<file path="src/rtl/div_unit_if.sv">
// Issue/result bundle between the EX stage and the multi-cycle divider.
// The pipeline drives the master side; div_unit owns the slave side.
interface div_unit_if #(
  parameter int WIDTH = 32
);
  logic             en;
  logic [4:0]       alu_control;
  logic [WIDTH-1:0] src_a;
  logic [WIDTH-1:0] src_b;
  logic             flush;
  logic             stall;
  logic             result_valid;
  logic [WIDTH-1:0] hi_o;
  logic [WIDTH-1:0] lo_o;

  modport master (
    output en, alu_control, src_a, src_b, flush,
    input  stall, result_valid, hi_o, lo_o
  );

  modport slave (
    input  en, alu_control, src_a, src_b, flush,
    output stall, result_valid, hi_o, lo_o
  );
endinterface

</file>
<file path="src/rtl/div_unit.sv">
// Multi-cycle restoring divider for DIV/DIVU: one quotient bit per cycle.
// Returns the remainder on hi_o and the quotient on lo_o, stalling IF..EX while busy.
module div_unit #(
  parameter logic [4:0] ALU_DIV  = 5'b01010,
  parameter logic [4:0] ALU_DIVU = 5'b01011,
  parameter int         WIDTH    = 32
) (
  input logic       clk,
  input logic       rst,
  div_unit_if.slave bus
);
  localparam int CNT_W = $clog2(WIDTH) + 1;

  typedef enum logic [1:0] {IDLE, BUSY, DONE} state_e;

  state_e           state_q;
  logic [WIDTH-1:0] rem_q, quo_q, divisor_q;
  logic [WIDTH-1:0] hi_q, lo_q;
  logic [CNT_W-1:0] cnt_q;
  logic             neg_quo_q, neg_rem_q;
  logic             valid_q;

  // Operand decode, used only on the cycle a division is accepted.
  logic             is_div, signed_op, b_zero, sign_en, a_neg, b_neg, start;
  logic [WIDTH-1:0] a_mag, b_mag;

  assign is_div    = (bus.alu_control == ALU_DIV) || (bus.alu_control == ALU_DIVU);
  assign signed_op = (bus.alu_control == ALU_DIV);
  assign start     = bus.en && is_div && !bus.flush && (state_q == IDLE);

  // A zero divisor runs as an unsigned divide: the restoring loop then naturally
  // yields an all-ones quotient and leaves the raw dividend as the remainder.
  assign b_zero  = (bus.src_b == '0);
  assign sign_en = signed_op && !b_zero;
  assign a_neg   = sign_en && bus.src_a[WIDTH-1];
  assign b_neg   = sign_en && bus.src_b[WIDTH-1];
  assign a_mag   = a_neg ? -bus.src_a : bus.src_a;
  assign b_mag   = b_neg ? -bus.src_b : bus.src_b;

  // One restoring step: shift {rem,quo} left, then try subtracting the divisor.
  logic [WIDTH:0]   rem_sh, trial;
  logic             take;
  logic [WIDTH-1:0] rem_d, quo_d;

  assign rem_sh = {rem_q, quo_q[WIDTH-1]};
  assign trial  = rem_sh - {1'b0, divisor_q};
  assign take   = !trial[WIDTH];
  assign rem_d  = take ? trial[WIDTH-1:0] : rem_sh[WIDTH-1:0];
  assign quo_d  = {quo_q[WIDTH-2:0], take};

  // NOTE: sequential state uses non-blocking assignments only, so every register
  // samples the pre-edge values regardless of statement order.
  always_ff @(posedge clk) begin
    if (rst) begin
      // NOTE: every register, datapath included, is cleared so outputs are defined
      // straight out of reset rather than left at power-up garbage.
      state_q   <= IDLE;
      rem_q     <= '0;
      quo_q     <= '0;
      divisor_q <= '0;
      hi_q      <= '0;
      lo_q      <= '0;
      cnt_q     <= '0;
      neg_quo_q <= 1'b0;
      neg_rem_q <= 1'b0;
      valid_q   <= 1'b0;
    end else begin
      case (state_q)
        IDLE: begin
          valid_q <= 1'b0;
          if (start) begin
            rem_q     <= '0;
            quo_q     <= a_mag;
            divisor_q <= b_mag;
            neg_quo_q <= a_neg ^ b_neg;
            neg_rem_q <= a_neg;
            cnt_q     <= '0;
            state_q   <= BUSY;
          end
        end
        BUSY: begin
          if (bus.flush) begin
            state_q <= IDLE;
          end else begin
            rem_q <= rem_d;
            quo_q <= quo_d;
            cnt_q <= cnt_q + CNT_W'(1);
            if (cnt_q == CNT_W'(WIDTH - 1)) begin
              lo_q    <= neg_quo_q ? -quo_d : quo_d;
              hi_q    <= neg_rem_q ? -rem_d : rem_d;
              valid_q <= 1'b1;
              state_q <= DONE;
            end
          end
        end
        DONE: begin
          valid_q <= 1'b0;
          state_q <= IDLE;
        end
        default: begin
          valid_q <= 1'b0;
          state_q <= IDLE;
        end
      endcase
    end
  end

  // stall must rise in the accept cycle itself, so it cannot wait for a register.
  assign bus.stall        = start || (state_q == BUSY);
  assign bus.result_valid = valid_q;
  assign bus.hi_o         = hi_q;
  assign bus.lo_o         = lo_q;
endmodule

</file>
<file path="src/flat_wrapper.sv">
// flat-port wrapper written by rule: the top's interface ports become plain ports
module div_unit_flat 
#(
  parameter logic [4:0] ALU_DIV  = 5'b01010,
  parameter logic [4:0] ALU_DIVU = 5'b01011,
  parameter int         WIDTH    = 32
)
  (clk, rst, bus_en, bus_alu_control, bus_src_a, bus_src_b, bus_flush, bus_stall, bus_result_valid, bus_hi_o, bus_lo_o);
  div_unit_if #(.WIDTH(WIDTH)) bus_i ();
  input logic clk;
  input logic rst;
  input wire logic [$bits(bus_i.en)-1:0] bus_en;
  input wire logic [$bits(bus_i.alu_control)-1:0] bus_alu_control;
  input wire logic [$bits(bus_i.src_a)-1:0] bus_src_a;
  input wire logic [$bits(bus_i.src_b)-1:0] bus_src_b;
  input wire logic [$bits(bus_i.flush)-1:0] bus_flush;
  output wire logic [$bits(bus_i.stall)-1:0] bus_stall;
  output wire logic [$bits(bus_i.result_valid)-1:0] bus_result_valid;
  output wire logic [$bits(bus_i.hi_o)-1:0] bus_hi_o;
  output wire logic [$bits(bus_i.lo_o)-1:0] bus_lo_o;
  assign bus_i.en = bus_en;
  assign bus_i.alu_control = bus_alu_control;
  assign bus_i.src_a = bus_src_a;
  assign bus_i.src_b = bus_src_b;
  assign bus_i.flush = bus_flush;
  assign bus_stall = bus_i.stall;
  assign bus_result_valid = bus_i.result_valid;
  assign bus_hi_o = bus_i.hi_o;
  assign bus_lo_o = bus_i.lo_o;
  div_unit #(.ALU_DIV(ALU_DIV), .ALU_DIVU(ALU_DIVU), .WIDTH(WIDTH)) u_core (.clk(clk), .rst(rst), .bus(bus_i));
endmodule
</file>
<file path="config.mk">
export PLATFORM = sky130hd
export DESIGN_NAME = div_unit_flat
export DESIGN_NICKNAME = d
export VERILOG_FILES = /design/src/rtl/div_unit_if.sv /design/src/rtl/div_unit.sv /design/src/flat_wrapper.sv
export SDC_FILE = /design/constraint.sdc
export NUM_CORES = 1
export LEC_CHECK = 0
export CORE_AREA = 2 2 148 150
export DETAILED_ROUTE_END_ITERATION = 16
export DIE_AREA = 0 0 150 152
export MAX_ROUTING_LAYER = met4
export PLACE_DENSITY = 0.82
export SETUP_SLACK_MARGIN = 0.2
export SYNTH_ARGS = -nofsm -noshare
export SYNTH_HDL_FRONTEND = slang
export SYNTH_SLANG_ARGS = --single-unit
</file>
<file path="constraint.sdc">
create_clock -name clk -period 5.6 [get_ports clk]
set_input_delay 0.56 -clock clk [delete_from_list [all_inputs] [get_ports clk]]
set_output_delay 0.56 -clock clk [all_outputs]
set_load 0.005 [all_outputs]
</file>
==> results.sh <==
export IMPL_hp_start="u_core.divisor_q[31]$_SDFFE_PP0P_"
export IMPL_viasPerCell=6.20
export IMPL_whs_path_depth=2
export IMPL_period_share_pct=86.7
export IMPL_synth_edf_count=0
export IMPL_cts_setup_buffers=0
export IMPL_clockBufferDepth=2
export IMPL_syn_avg_cell_area_um2=7.41
export IMPL_powerDensity_nw_per_um2=228
export IMPL_drive_gt1_share_pct=4.89
export IMPL_syn_to_final_growth_pct=16.9
export IMPL_cap_violations=0
export IMPL_cts_reportedPaths_clkPinSlew_ps=80
export IMPL_rr_worst_depth=17
export IMPL_rows=54
export IMPL_routabilityCongestion=0.966
export IMPL_skew_ps=14.1
export IMPL_track_usage_pct=32.4
export IMPL_start_util_pct=55.4
export IMPL_setup_tns_ps=0
export IMPL_post_cts_resized=0
export IMPL_port_buffers=138
export IMPL_p_leak_nw=5.23
export IMPL_maxSlewHeadroom_pct=21.7
export IMPL_antenna_found_initial=1
export IMPL_final_max_slew_viol_count=0
export IMPL_netlist_instances=1597
export IMPL_synth_seq_area_share_pct=28.9
export IMPL_die_width_um=150
export IMPL_r2r_end="u_core.bus.lo_o[28]$_SDFFE_PP0P_"
export IMPL_ir_drop_mv=0.179
export IMPL_synth_area_um2=11800
export IMPL_grt_first_pass_wirelength_mm=57.9
export IMPL_yosysTopAreaCellShare_pct=28.9
export IMPL_die_y_um=152
export IMPL_hold_buffers=0
export IMPL_drt_pass1_iterations=5
export IMPL_whs_ps=453
export IMPL_cts_tree="yes"
export IMPL_synthFlopType="dfxtp_1"
export IMPL_ys_async_sr_fraction_pct=0
export IMPL_overflow=0
export IMPL_worstHoldPathType="reg2reg"
export IMPL_fin_crit_ps=4850
export IMPL_clock_sinks=171
export IMPL_final_core_util_pct=64.8
export IMPL_syn_nets=1708
export IMPL_arrival_ps=5180
export IMPL_core_area_um2=21400
export IMPL_io_pins=139
export IMPL_htree_levels=4
export IMPL_ys_seq_elements=171
export IMPL_clk_root_buffer_cell="clkbuf_16"
export IMPL_synth_area_leaders="dfxtp_1, a21oi_1, nor2_1"
export IMPL_cts_buffers=17
export IMPL_vias=12100
export IMPL_routed_wl_mm=36.3
export IMPL_dp_hpwl_mm=26.7
export IMPL_crit_fanout=24
export IMPL_routedWlPerCell_um=18.5
export IMPL_ant_nets=0
export IMPL_rsz0062_at_grt="false"
export IMPL_r2r_start="u_core.quo_q[31]$_SDFFE_PP0P_"
export IMPL_clkLatencyLatePin_ps=440
export IMPL_endpoint_kind="flop"
export IMPL_worst_pin_slew_ps=1180
export IMPL_worstPathRequired_ps=5920
export IMPL_fmax_mhz=206
export IMPL_critPathLaunch="u_core.quo_q[31]$_SDFFE_PP0P_"
export IMPL_path_class="reg2reg"
export IMPL_yosys_area_top_type="dfxtp_1"
export IMPL_finalSetupViolations=0
export IMPL_status="finished, final reports clean"
export IMPL_hold_viol_final=0
export IMPL_yosysWarningCount=0
export IMPL_drtIter0Drc=1183
export IMPL_cp_start_kind="flop"
export IMPL_grt_max_degree=70
export IMPL_grt_pass1_vias=11100
export IMPL_nets=1775
export IMPL_die_area_um2=22800
export IMPL_synth_cell_type_count=83
export IMPL_regToRegSetupSlack_ps=750
export IMPL_holdPathEnd="u_core.divisor_q[31]$_SDFFE_PP0P_"
export IMPL_drc=0
-- worst max-delay path, cell delays in order, from the launching register on --
cell and delay (ps):
dfxtp_1 380, inv_1 60, ha_1 220, fa_1 410
nand2b_1 240, a21boi_4 250, o211ai_1 160, a21o_1 210
o211a_2 120, inv_2 300, ha_1 280, nand3_1 150
or3_1 410, or4_1 540, or4_1 500, o31ai_1 260
xor2_1 170, a21oi_1 80
-- sequential cells by signal, summed over array words and instances, names as in the netlist --
register	count
u_core.neg_quo_q	1
u_core.quo_q	32
u_core.bus.hi_o	32
u_core.cnt_q	6
u_core.rem_q	32
u_core.state_q	2
u_core.divisor_q	32
u_core.neg_rem_q	1
u_core.bus.lo_o	32
u_core.bus.result_valid	1
-- layout by cell type (no fill, tap or decap), drive strengths merged, types with 25 or more instances in the layout --
master	instances
a31oi	28
inv	70
a21oi	240
xor2	76
nor3	49
clkdlybuf4s50	137
dfxtp	171
ha	37
o31ai	25
nor2	221
o21ai	66
a211oi	62
nand2	110
xnor2	57
-- routing by layer --
layer	vias to the layer above	GRT usage (%)	share of wire (%)
li1	5904	-	-
met1	5761	42.9	45
met2	411	51.0	46
met3	60	4.83	6.6
met4	0	10.2	2.5
met5	-	-	0
-- synth_stat cells (all sizes together) (22+ instances only) --
master and instances:
o21ai 66, a31oi 28, nor3 49, buf 35
xnor2 57, nand3 22, ha 37, o31ai 25
nor2 221, a21oi 240, a211oi 62, nand2 110
xor2 76, inv 62, clkbuf 69, dfxtp 171
-- kinds of logic (layout without fill, tap and decap cells) --
family	after synthesis	count (layout)	share of synthesized area (%)
AO/OA/AOI/OAI	527	527	28.1
flip-flops	171	171	28.9
buffers and inverters	167	247	5.66
XOR/XNOR	133	133	9.85
other	0	1	0
adder cells (fa/ha/maj)	38	38	4.08
multiplexers	20	20	1.76
AND/OR/NAND/NOR	541	541	21.6
-- worst max path at each step --
stage	to	slack (ps)	cells after the start
after floorplan	u_core.bus.lo_o[28]$_SDFFE_PP0P_	560	22
after global placement	u_core.bus.lo_o[28]$_SDFFE_PP0P_	970	17
after detailed placement	u_core.bus.lo_o[28]$_SDFFE_PP0P_	880	17
after CTS	u_core.bus.lo_o[28]$_SDFFE_PP0P_	810	17
after global routing	u_core.bus.lo_o[28]$_SDFFE_PP0P_	450	16
final	u_core.bus.lo_o[28]$_SDFFE_PP0P_	750	17
-- cell type report --
type / instances / area, um2
Fill cell: 1944 / 7520
Multi-Input combinational cell: 1259 / 7760
Clock buffer: 18 / 429
Timing Repair Buffer: 152 / 1480
Antenna cell: 1 / 2.50
Inverter: 63 / 236
Clock inverter: 14 / 145
Sequential cell: 171 / 3420
Tap cell: 280 / 350
-- power by group --
part | switching, W | total, W | internal (W)
registers | 0.00000608 | 0.00123 | 0.00122
clock network | 0.000579 | 0.00118 | 0.000597
logic | 0.000467 | 0.000753 | 0.000286
-- stage by stage --
stage	setup slack, ps	cells	instance area [um2]	power [W]
floorplan	558	1597	11800	0.00177
global placement	971	1925	13300	0.00198
detailed placement	878	1925	13300	0.00198
global route	455	1958	13800	0.00328
finish	746	1958	13800	0.00316
CTS	807	1957	13800	0.00315
No activity file was read; power rests on OpenSTA's default activity.
